### src/rtl/seg7_scan_driver.sv
// Four-digit common-anode 7-segment scan driver with blanking gaps and frame-synchronous reload.
// Optional leading-zero blanking is enabled by defining SEG7_LZB_EN.
module seg7_scan_driver #(
  parameter int unsigned REFRESH_DIV = 50000,
  parameter int unsigned BLANK_CYC   = 500
) (
  input  logic        clk,
  input  logic        rst_n,
  input  logic [15:0] bcd,
  input  logic        load,
  input  logic [3:0]  dp,
  output logic [3:0]  an,
  output logic [6:0]  seg,
  output logic        dp_n,
  output logic        frame
);

  localparam int unsigned CNT_MAX = (REFRESH_DIV > BLANK_CYC) ? REFRESH_DIV : BLANK_CYC;
  localparam int unsigned CNT_W   = (CNT_MAX > 1) ? $clog2(CNT_MAX) : 1;

  typedef enum logic {
    BLANK = 1'b0,
    SHOW  = 1'b1
  } state_t;

  state_t            state;
  logic [19:0]       shadow;
  logic [19:0]       active;
  logic [1:0]        idx;
  logic [CNT_W-1:0]  cnt;

  // Word that will be on display once the current blank gap ends
  logic [19:0] src;
  logic [3:0]  src_dp;
  assign src    = (idx == 2'd0) ? shadow : active;
  assign src_dp = src[19:16];

  function automatic logic [6:0] decode(input logic [3:0] nib);
    logic [6:0] s;
    case (nib)
      4'd0:    s = 7'h40;
      4'd1:    s = 7'h79;
      4'd2:    s = 7'h24;
      4'd3:    s = 7'h30;
      4'd4:    s = 7'h19;
      4'd5:    s = 7'h12;
      4'd6:    s = 7'h02;
      4'd7:    s = 7'h78;
      4'd8:    s = 7'h00;
      4'd9:    s = 7'h10;
      default: s = 7'h3F;
    endcase
    return s;
  endfunction

  function automatic logic [6:0] digit_seg(input logic [19:0] w, input logic [1:0] i);
    logic [3:0] nib;
    logic       blank;
    blank = 1'b0;
    case (i)
      2'd0:    nib = w[3:0];
      2'd1:    nib = w[7:4];
      2'd2:    nib = w[11:8];
      default: nib = w[15:12];
    endcase
`ifdef SEG7_LZB_EN
    // Units digit is always shown so a zero value never goes fully dark
    case (i)
      2'd1:    blank = (w[15:4]  == 12'h000);
      2'd2:    blank = (w[15:8]  == 8'h00);
      2'd3:    blank = (w[15:12] == 4'h0);
      default: blank = 1'b0;
    endcase
`endif
    return blank ? 7'h7F : decode(nib);
  endfunction

  // Scan FSM; outputs are registered from the values the next cycle will show
  always_ff @(posedge clk) begin
    if (!rst_n) begin
      state  <= BLANK;
      shadow <= '0;
      active <= '0;
      idx    <= '0;
      cnt    <= '0;
      an     <= 4'hF;
      seg    <= 7'h7F;
      dp_n   <= 1'b1;
      frame  <= 1'b0;
    end else begin
      frame <= 1'b0;
      if (load) shadow <= {dp, bcd};
      case (state)
        BLANK: begin
          if (cnt == CNT_W'(BLANK_CYC - 1)) begin
            cnt   <= '0;
            state <= SHOW;
            an    <= ~(4'b0001 << idx);
            seg   <= digit_seg(src, idx);
            dp_n  <= ~src_dp[idx];
            if (idx == 2'd0) begin
              active <= shadow;
              frame  <= 1'b1;
            end
          end else begin
            cnt <= cnt + CNT_W'(1);
          end
        end
        SHOW: begin
          if (cnt == CNT_W'(REFRESH_DIV - 1)) begin
            cnt   <= '0;
            state <= BLANK;
            idx   <= idx + 2'd1;
            an    <= 4'hF;
            seg   <= 7'h7F;
            dp_n  <= 1'b1;
          end else begin
            cnt <= cnt + CNT_W'(1);
          end
        end
        default: state <= BLANK;
      endcase
    end
  end

endmodule

### config.mk
export PLATFORM = sky130hd
export DESIGN_NAME = seg7_scan_driver
export DESIGN_NICKNAME = d
export VERILOG_FILES = /design/src/rtl/seg7_scan_driver.sv
export SDC_FILE = /design/constraint.sdc
export NUM_CORES = 1
export LEC_CHECK = 0
export CORE_UTILIZATION = 40
export CTS_BUF_LIST = sky130_fd_sc_hd__clkbuf_4 sky130_fd_sc_hd__clkbuf_8
export CTS_CLUSTER_SIZE = 20
export DETAILED_ROUTE_END_ITERATION = 10
export PLACE_DENSITY = 0.57
export SLEW_MARGIN = 20
export SYNTH_ARGS = -nofsm -noshare
export SYNTH_HDL_FRONTEND = slang
export SYNTH_SLANG_ARGS = --single-unit
### constraint.sdc
create_clock -name clk -period 3.62 [get_ports clk]
set_input_delay 0.724 -clock clk [delete_from_list [all_inputs] [get_ports clk]]
set_output_delay 0.724 -clock clk [all_outputs]
set_load 0.02 [all_outputs]
======== After elaboration in Yosys (flattened, before gate mapping) ========
Memories as Yosys holds them, arrays and structs flattened.
Cells that the tools add are included.
cells by class
  add/sub/neg operators ................... 2
  magnitude comparators ................... 1
  eq/ne operators ......................... 6
  shift-type cells ........................ 1
  multiplexer cells ....................... 23
  bitwise operators ....................... 5
  reduce and logical (&&, ||, !) cells .... 5
operators with widths
  kind                                                                          number
  16-bit two-way mux                                                            2
  16-bit case mux with 2 select lines                                           1
  20-bit two-way mux                                                            1
  4-bit two-way mux                                                             5
  16-bit by 1-bit adder with 16-bit output, second input constant               1
  16-bit equality test, second input constant                                   1
  16-bit by 9-bit equality test with 1-bit output, second input constant        1
  7-bit two-way mux                                                             2
  7-bit case mux with 2 select lines                                            1
  4-bit case mux with 3 select lines                                            1
  4-bit case mux with 2 select lines                                            1
  1-bit two-way mux                                                             6
  2-bit AND reduction                                                           3
  1-bit NOT                                                                     4
  4-bit NOT                                                                     1
  1-bit case mux with 2 select lines                                            2
  1-bit by 2-bit left shift with 4-bit output, first input constant             1
  2-bit by 3-bit less-than comparator with 1-bit output, second input constant  1
  3-bit OR reduction                                                            1
  2-bit by 1-bit adder with 2-bit output, second input constant                 1
  1-bit binary-select mux with 2-bit select                                     1
  2-bit by 1-bit equality test with 1-bit output, second input constant         1
  2-bit equality test, second input constant                                    1
  2-bit logical NOT                                                             1
  other kinds (2)                                                               2
storage, ports and cells
  flip-flop bits (word level) ............. 72
  bits in read-only memories .............. 112
  output and inout bits ................... 13
  memories kept ........................... 1
memories
  name              words  width  rd ports  clocked after memory_dff  write ports  line  text
  (name not given)  16     7      1         0                         0            40    case (nib)

======== Logic depth before layout (Yosys ltp) ========
Gate-level depths: netlist of the first run.
An unclocked memory read counts as a cell.
  depth after elaboration ................. 9
  mapped depth ............................ 12
  mapped depth without buffers ............ 10

======== Worst setup path after synthesis of the first run ========
OpenSTA, ideal clock, no wires.
  path type ............................... register to register
  from .................................... reg idx[1]
  to ...................................... reg seg[3]
  library setup time ...................... 0.086 ns
  arrival ................................. 2.363 ns
  path slack .............................. 1.171 ns
  stages on the path, launching flop included .. 11
  buffers on the path ..................... 1
  period minus slack after synthesis ...... 2.449 ns
  path through ............................ dfxtp_1 inv_1 ha_1 buf_2 a21oi_1 a21o_1 a22oi_1 inv_1 ha_1 nand2b_1 a211oi_1
on the way
  word-level cells in the longest chain between the ends .. 9
ends and longest elaborated chain
  item                                    line    text
  start, declared                         29      logic [1:0] idx;
  start signal, assigned                  113     idx <= idx + 2'd1;
  2-bit logical NOT                       35, 60
  20-bit two-way mux                      --
  4-bit case mux with 3 select lines (*)  60      case (i)
  4-bit two-way mux (*)                   95      if (cnt == CNT_W'(BLANK_CYC - 1)) begin
  4-bit two-way mux (*)                   93      case (state)
  4-bit two-way mux (*)                   80      if (!rst_n) begin
  memory read 16 x 7 bit (*)              --
  7-bit two-way mux (*)                   95
  7-bit case mux with 2 select lines (*)  93
  end signal, assigned                    99      seg <= digit_seg(src, idx);
  end, declared                           13      output logic [6:0] seg,
Mark *: on every way between the ends. The rest lies on a longest branch, timed or not. The select of a mux whose other input is x is not followed.
A chain may end at the register's enable or synchronous reset.

======== Final worst setup path of the first run ========
Ends and elaborated chain as after synthesis.

==> impl_metrics.ini, run 1 <==
[timing]
period_share_pct = 76.0
finalHoldViolCount = 0
rsz0062_at_grt = no
final-setup-viol-count = 0
setup_slack_ps = 871
relSlewSlack_pct = 50.8
worstMarginPinSlew_ps = 735
slew_viol_final = 0
holdWs_ps = 466
clock_skew_ps = 5.74
fin_crit_ps = 2750
setup_tns_ps = 0
timing.fmax_mhz = 364

[routing]
ant_nets = 0
drt_first_pass_iters = 4
drt_iter0_markers = 91
drc = 0
vias = 2245
wirelength_mm = 6.38
vias_per_cell = 5.06
post_drt_wl_per_cell_um = 14.4

[synthesis]
synth_edf_count = 0
synthArstFlopShare_pct = 0
ys_ff_latch = 68
synth_warnings = 0
synth_area_leaders = dfxtp_1, mux2i_1, ha_1
syn-cell-area_um2 = 3120
ys.flop_type = dfxtp_1
yosysTopAreaCellShare_pct = 43.6
syn_area_per_cell_um2 = 10.2
synth_cell_type_count = 53
ys_seq_area_share_pct = 43.6
netlist_instances = 306
syn-num-nets = 342
yosysTopAreaCell = dfxtp_1

[critical_path]
crit_required_ps = 3880
cp.arrival_ps = 3010
critPathMaxFanout = 13
end_kind = register
startpoint_type = register
path_class = reg2reg

[global_route]
grt_antenna_before_repair = 0
grt_max_degree = 28
grt_pass1_vias = 2225
overflow = 0
grt_usage_pct = 16.9
grt_pass1_wl_mm = 10.9

[die]
dieArea_um2 = 8160
start_util_pct = 42.1
dieWidth_um = 90.3
ios = 36
row_count = 31
core_um2 = 7410
die_y_um = 90.3

[layout]
n_fill_cell = 733
layout.cells.non_filler = 444
ff_latch_area_um2 = 1360
multi_input_area_um2 = 1640
antenna_cells = 0
fin_nets = 377
fin_area_um2 = 3740
final_layout_size_suffix_gt1_share_pct = 11.0
area_delta_synth_final_pct = 20.0

[min_path]
hold_class = reg2reg

[status]
status = finished, final reports clean

[clock_tree]
postCtsHoldBufs = 0
cts.clk_slew.worst_paths_ps = 70
h-tree-depth = 3
numCtsBuffers = 9
cts_sinks = 68
cts_tree = built
cts_resized = 0
cts_root_buf = clkbuf_8
postCtsSetupBuffers = 0
cts_buffer_depth = 2
clkLatencyLatePin_ps = 340

[power_and_ir_drop]
ir_drop_mv = 0.159
p_leak_nw = 1.51
pwr_density_cell_nw_per_um2 = 414

[flow_run]
drv_cap = 0

[placement]
gp_congestion = 0.801
placed_cell_area_um2 = 3530
dp.cells = 429
io_buffers = 35
hpwl_mm = 4.55
pre_cts_ws_ps = 886
-- final timing paths --
| kind | startpoint | to | slack, ps | depth (start not counted) |
|---|---|---|---|---|
| worst max-delay path | idx[1] | seg[3] | 870 | 9 |
| worst min-delay path | cnt[0] | cnt[0] | 470 | 1 |
| worst max register to register | idx[1] | seg[3] | 870 | 9 |
| worst min register to register | cnt[0] | cnt[0] | 470 | 1 |
-- state kept, by name, indices dropped and copies added (netlist names) --
name and flops:
shadow 20, active 16, cnt 16, seg 7, an 4, idx 2, dp_n 1, frame 1
state 1
-- critical path: stages, from the launching register on --
cell and delay, ps:
dfxtp_1 500, inv_1 140, ha_1 300, buf_4 240, mux2i_1 130, a22oi_1 500, inv_1 180, ha_1 340
nand2b_1 140, a211oi_1 180
-- metrics by stage --
stage                     utilization (%)  power, mW
after floorplan                         -      0.858
after global placement               47.6      0.899
after detailed placement             47.6      0.899
after CTS                            50.4       1.57
after global routing                 50.5       1.61
final                                50.5       1.55
-- layer usage --
metal  vias up  share of wire, %  wire [um]  global-route usage (%)
li1       1165                 -          -                       -
met1      1022                54       3460                    23.5
met2        46                40       2580                    24.2
met3        12               3.5        225                    4.04
met4         0               1.7        110                    8.33
met5         -                 0          0                       0
-- where the power goes --
group	total, mW	internal (mW)	switching [mW]
clock network	0.671	0.389	0.281
logic	0.103	0.0572	0.0463
registers	0.778	0.764	0.0138
total	1.55	1.21	0.342
-- layout make-up --
cell class	count	area share [%]
repair buffers	38	9.96
inverters	10	1.00
multi-input cells	214	43.8
clock inverters	5	2.07
clock buffers	10	3.51
flip-flops and latches	68	36.4
well taps	99	3.31
-- Yosys cell counts, types with 3 or more instances --
master / n
a211oi_1: 5
a21oi_1: 7
a22o_1: 10
a22o_2: 6
a31oi_1: 4
and3_1: 4
buf_6: 3
clkbuf_1: 8
dfxtp_1: 68
ha_1: 13
inv_1: 10
mux2_2: 3
mux2i_1: 27
nand2_1: 11
nand2b_1: 3
nand3_1: 8
nand4_1: 4
nor2_1: 31
nor2b_1: 21
nor3_1: 3
xnor2_1: 8
xor2_1: 7
-- kinds of logic after synthesis --
logic type | synth area share, %
AOI/OAI and AO/OA | 12.6
xor gates and xnor gates | 4.21
and+or+nand+nor | 19.2
DFF | 43.6
buffers and inverters | 4.05
muxes | 11.2
adders and majority gates | 5.21
-- cell usage in the layout, fill, tap and decap left out, types with 3 or more instances in the layout --
master / instances
nor3_1: 3
nor2_1: 31
nand4_1: 4
mux2i_1: 27
xnor2_1: 8
and3_1: 4
clkdlybuf4s50_1: 35
dfxtp_1: 68
a22o_2: 6
xor2_1: 7
clkbuf_8: 9
nand3_1: 8
nor2b_1: 21
nand2b_1: 3
mux2_2: 3
a22o_1: 10
inv_1: 10
ha_1: 13
buf_4: 3
nand2_1: 11
a21oi_1: 7
a31oi_1: 4
a211oi_1: 5
No activity file was read; power rests on OpenSTA's default activity.
==> run 2: changes to the inputs <==
--- a/config.mk
+++ b/config.mk
@@ -9,7 +9,7 @@
 export CTS_BUF_LIST = sky130_fd_sc_hd__clkbuf_4 sky130_fd_sc_hd__clkbuf_8
 export CTS_CLUSTER_SIZE = 20
 export DETAILED_ROUTE_END_ITERATION = 10
-export PLACE_DENSITY = 0.57
+export PLACE_DENSITY = 0.6
 export SLEW_MARGIN = 20
 export SYNTH_ARGS = -nofsm -noshare
 export SYNTH_HDL_FRONTEND = slang
==> constraint.sdc (replaced) <==
create_clock -name clk -period 2.3 [get_ports clk]
set_input_delay 0.46 -clock clk [delete_from_list [all_inputs] [get_ports clk]]
set_output_delay 0.46 -clock clk [all_outputs]
set_load 0.02 [all_outputs]
==> impl_metrics.ini, run 2 (synthesis results as in run 1) <==
[power_and_ir_drop]
pwr_density_cell_nw_per_um2 = 596
ir_drop_mv = 0.284
p_leak_nw = 1.61

[timing]
slew_viol_final = 0
setup_tns_ps = 0
worstMarginPinSlew_ps = 379
clock_skew_ps = 10.8
setup_slack_ps = 153
timing.fmax_mhz = 466
period_share_pct = 93.3
finalHoldViolCount = 0
relSlewSlack_pct = 74.5
final-setup-viol-count = 0
rsz0062_at_grt = no
fin_crit_ps = 2150

[clock_tree]
clkLatencyLatePin_ps = 340
cts_root_buf = clkbuf_8
postCtsHoldBufs = 0
h-tree-depth = 3
numCtsBuffers = 9
cts_sinks = 68
cts.clk_slew.worst_paths_ps = 70
cts_tree = built
cts_buffer_depth = 2

[critical_path]
timing.rr.start = idx[0]
rrSetupSlack_ps = 150
cpPeakStageDelay_ps = 320
critPathSlowestCell = a211o_1
path_class = reg2reg
crit_required_ps = 2550
end_kind = register
rr_worst_depth = 9
critPathMaxFanout = 5
cpMostUsedCell = ha_1
path_cells = buf_4 > ha_1 > a211o_1 > a31oi_1 > o21ai_1 > inv_1 > ha_1 > nand2b_1 > a211oi_1
worstReg2RegEnd = seg[3]
cp.arrival_ps = 2390
startpoint_type = register

[placement]
dp.cells = 449
hpwl_mm = 4.84
io_buffers = 35
gp_congestion = 0.820
pre_cts_ws_ps = 34.4

[routing]
vias = 2350
drt_first_pass_iters = 4
ant_nets = 0
post_drt_wl_per_cell_um = 14.3
drt_iter0_markers = 105
drc = 0
vias_per_cell = 5.03
wirelength_mm = 6.69

[status]
status = finished, final reports clean

[global_route]
busiest_layer = met1
grt_max_degree = 28
grt_pass1_wl_mm = 11.4
met2_usage_pct = 24.3
grt.met3_usage_pct = 4.04
use_met1_pct = 26.4
grt_antenna_before_repair = 0
grt_usage_pct = 17.8
grt_pass1_vias = 2241
overflow = 0

[layout]
ff_latch_area_um2 = 1360
largest_reg_flops = 20
fin_nets = 401
n_fill_cell = 686
layout.cells.non_filler = 467
antenna_cells = 0
largest-register = shadow
top_regs = shadow (20), active (16), cnt (16)
multi_input_area_um2 = 1670
layout_common_cells = dfxtp_1, clkdlybuf4s50_1, nor2_1
final_layout_size_suffix_gt1_share_pct = 17.9
final_common_cell = dfxtp_1
area_delta_synth_final_pct = 25.9

[die]
dieWidth_um = 90.3
row_count = 31
dieArea_um2 = 8160
core_um2 = 7410
die_y_um = 90.3
start_util_pct = 42.1
ios = 36

[min_path]
hold_class = reg2reg
min_from = cnt[0]
hold_depth = 1
whs_endpoint = cnt[0]

[flow_run]
drv_cap = 0
==> run 2: cell types whose count changed in the layout (fill, tap and decap cells not counted), moves of 2 or more <==
| cell | previous run | this run |
|---|---|---|
| clkbuf_4 | 1 | 3 |
| ha_1 | 13 | 11 |
| buf_4 | 3 | 26 |
| clkinv_2 | 2 | 0 |
==> run 2: stage by stage <==
| step | power, mW | hold WS [ps] | util (%) | cell area [um^2] |
|---|---|---|---|---|
| after CTS | 2.36 | 476 | 52.3 | 3870 |
| after floorplan | 1.35 | 430 | - | 3130 |
| after global placement | 1.42 | 447 | 49.8 | 3690 |
| after detailed placement | 1.43 | 457 | 49.8 | 3690 |
| after global routing | 2.45 | 482 | 53.0 | 3930 |
| final | 2.34 | 471 | 53.0 | 3930 |
==> run 2: worst max-delay path by stage <==
stage / slack, ps / end / depth (start not counted) / start
2_1_floorplan: 30 / seg[3] / 10 / idx[0]
3_3_place_gp: 100 / cnt[7] / 6 / cnt[0]
3_5_place_dp: 30 / cnt[6] / 6 / cnt[0]
4_1_cts: 20 / cnt[6] / 6 / cnt[0]
5_1_grt: 0.5 / seg[3] / 9 / idx[0]
6_report: 150 / seg[3] / 9 / idx[0]
==> run 2: layout make-up <==
| cell class | count | area share [%] |
|---|---|---|
| clock buffer | 12 | 3.73 |
| clock inverter | 2 | 0.956 |
| inverter | 10 | 0.956 |
| multi-input combinational | 215 | 42.6 |
| sequential | 68 | 34.7 |
| tap | 99 | 3.15 |
| timing repair buffer | 61 | 13.9 |
==> run 2: metal layers <==
metal	vias to the layer above	part of all wire (%)
li1	1215	-
met1	1084	55
met2	43	40
met3	8	3.5
met4	0	1.5
met5	-	0
==> run 2: timing repair <==
item,4_1_cts,5_1_grt
setup endpoints to repair,0,21
resized for setup,0,4
buffers inserted,0,3
==> run 2: critical path, delay by kind of cell (launching register included) <==
| kind | cells | cell delay [ps] |
|---|---|---|
| compound gates | 4 | 800 |
| fa+ha+maj | 2 | 510 |
| buf+inv | 2 | 280 |
| flops | 1 | 310 |
| simple gates | 1 | 150 |
==> run 2: where the power goes <==
part / internal, mW / switching (mW)
Clock: 0.526 / 0.408
Combinational: 0.102 / 0.0786
Sequential: 1.20 / 0.0213
Total: 1.83 / 0.508
==> run 3: changes to the inputs <==
--- a/config.mk
+++ b/config.mk
@@ -10,7 +10,6 @@
 export CTS_CLUSTER_SIZE = 20
 export DETAILED_ROUTE_END_ITERATION = 10
 export PLACE_DENSITY = 0.6
-export SLEW_MARGIN = 20
 export SYNTH_ARGS = -nofsm -noshare
 export SYNTH_HDL_FRONTEND = slang
 export SYNTH_SLANG_ARGS = --single-unit
==> results of run 3 <==
No change in the layout: final DEF, timing and power equal those of run 2.
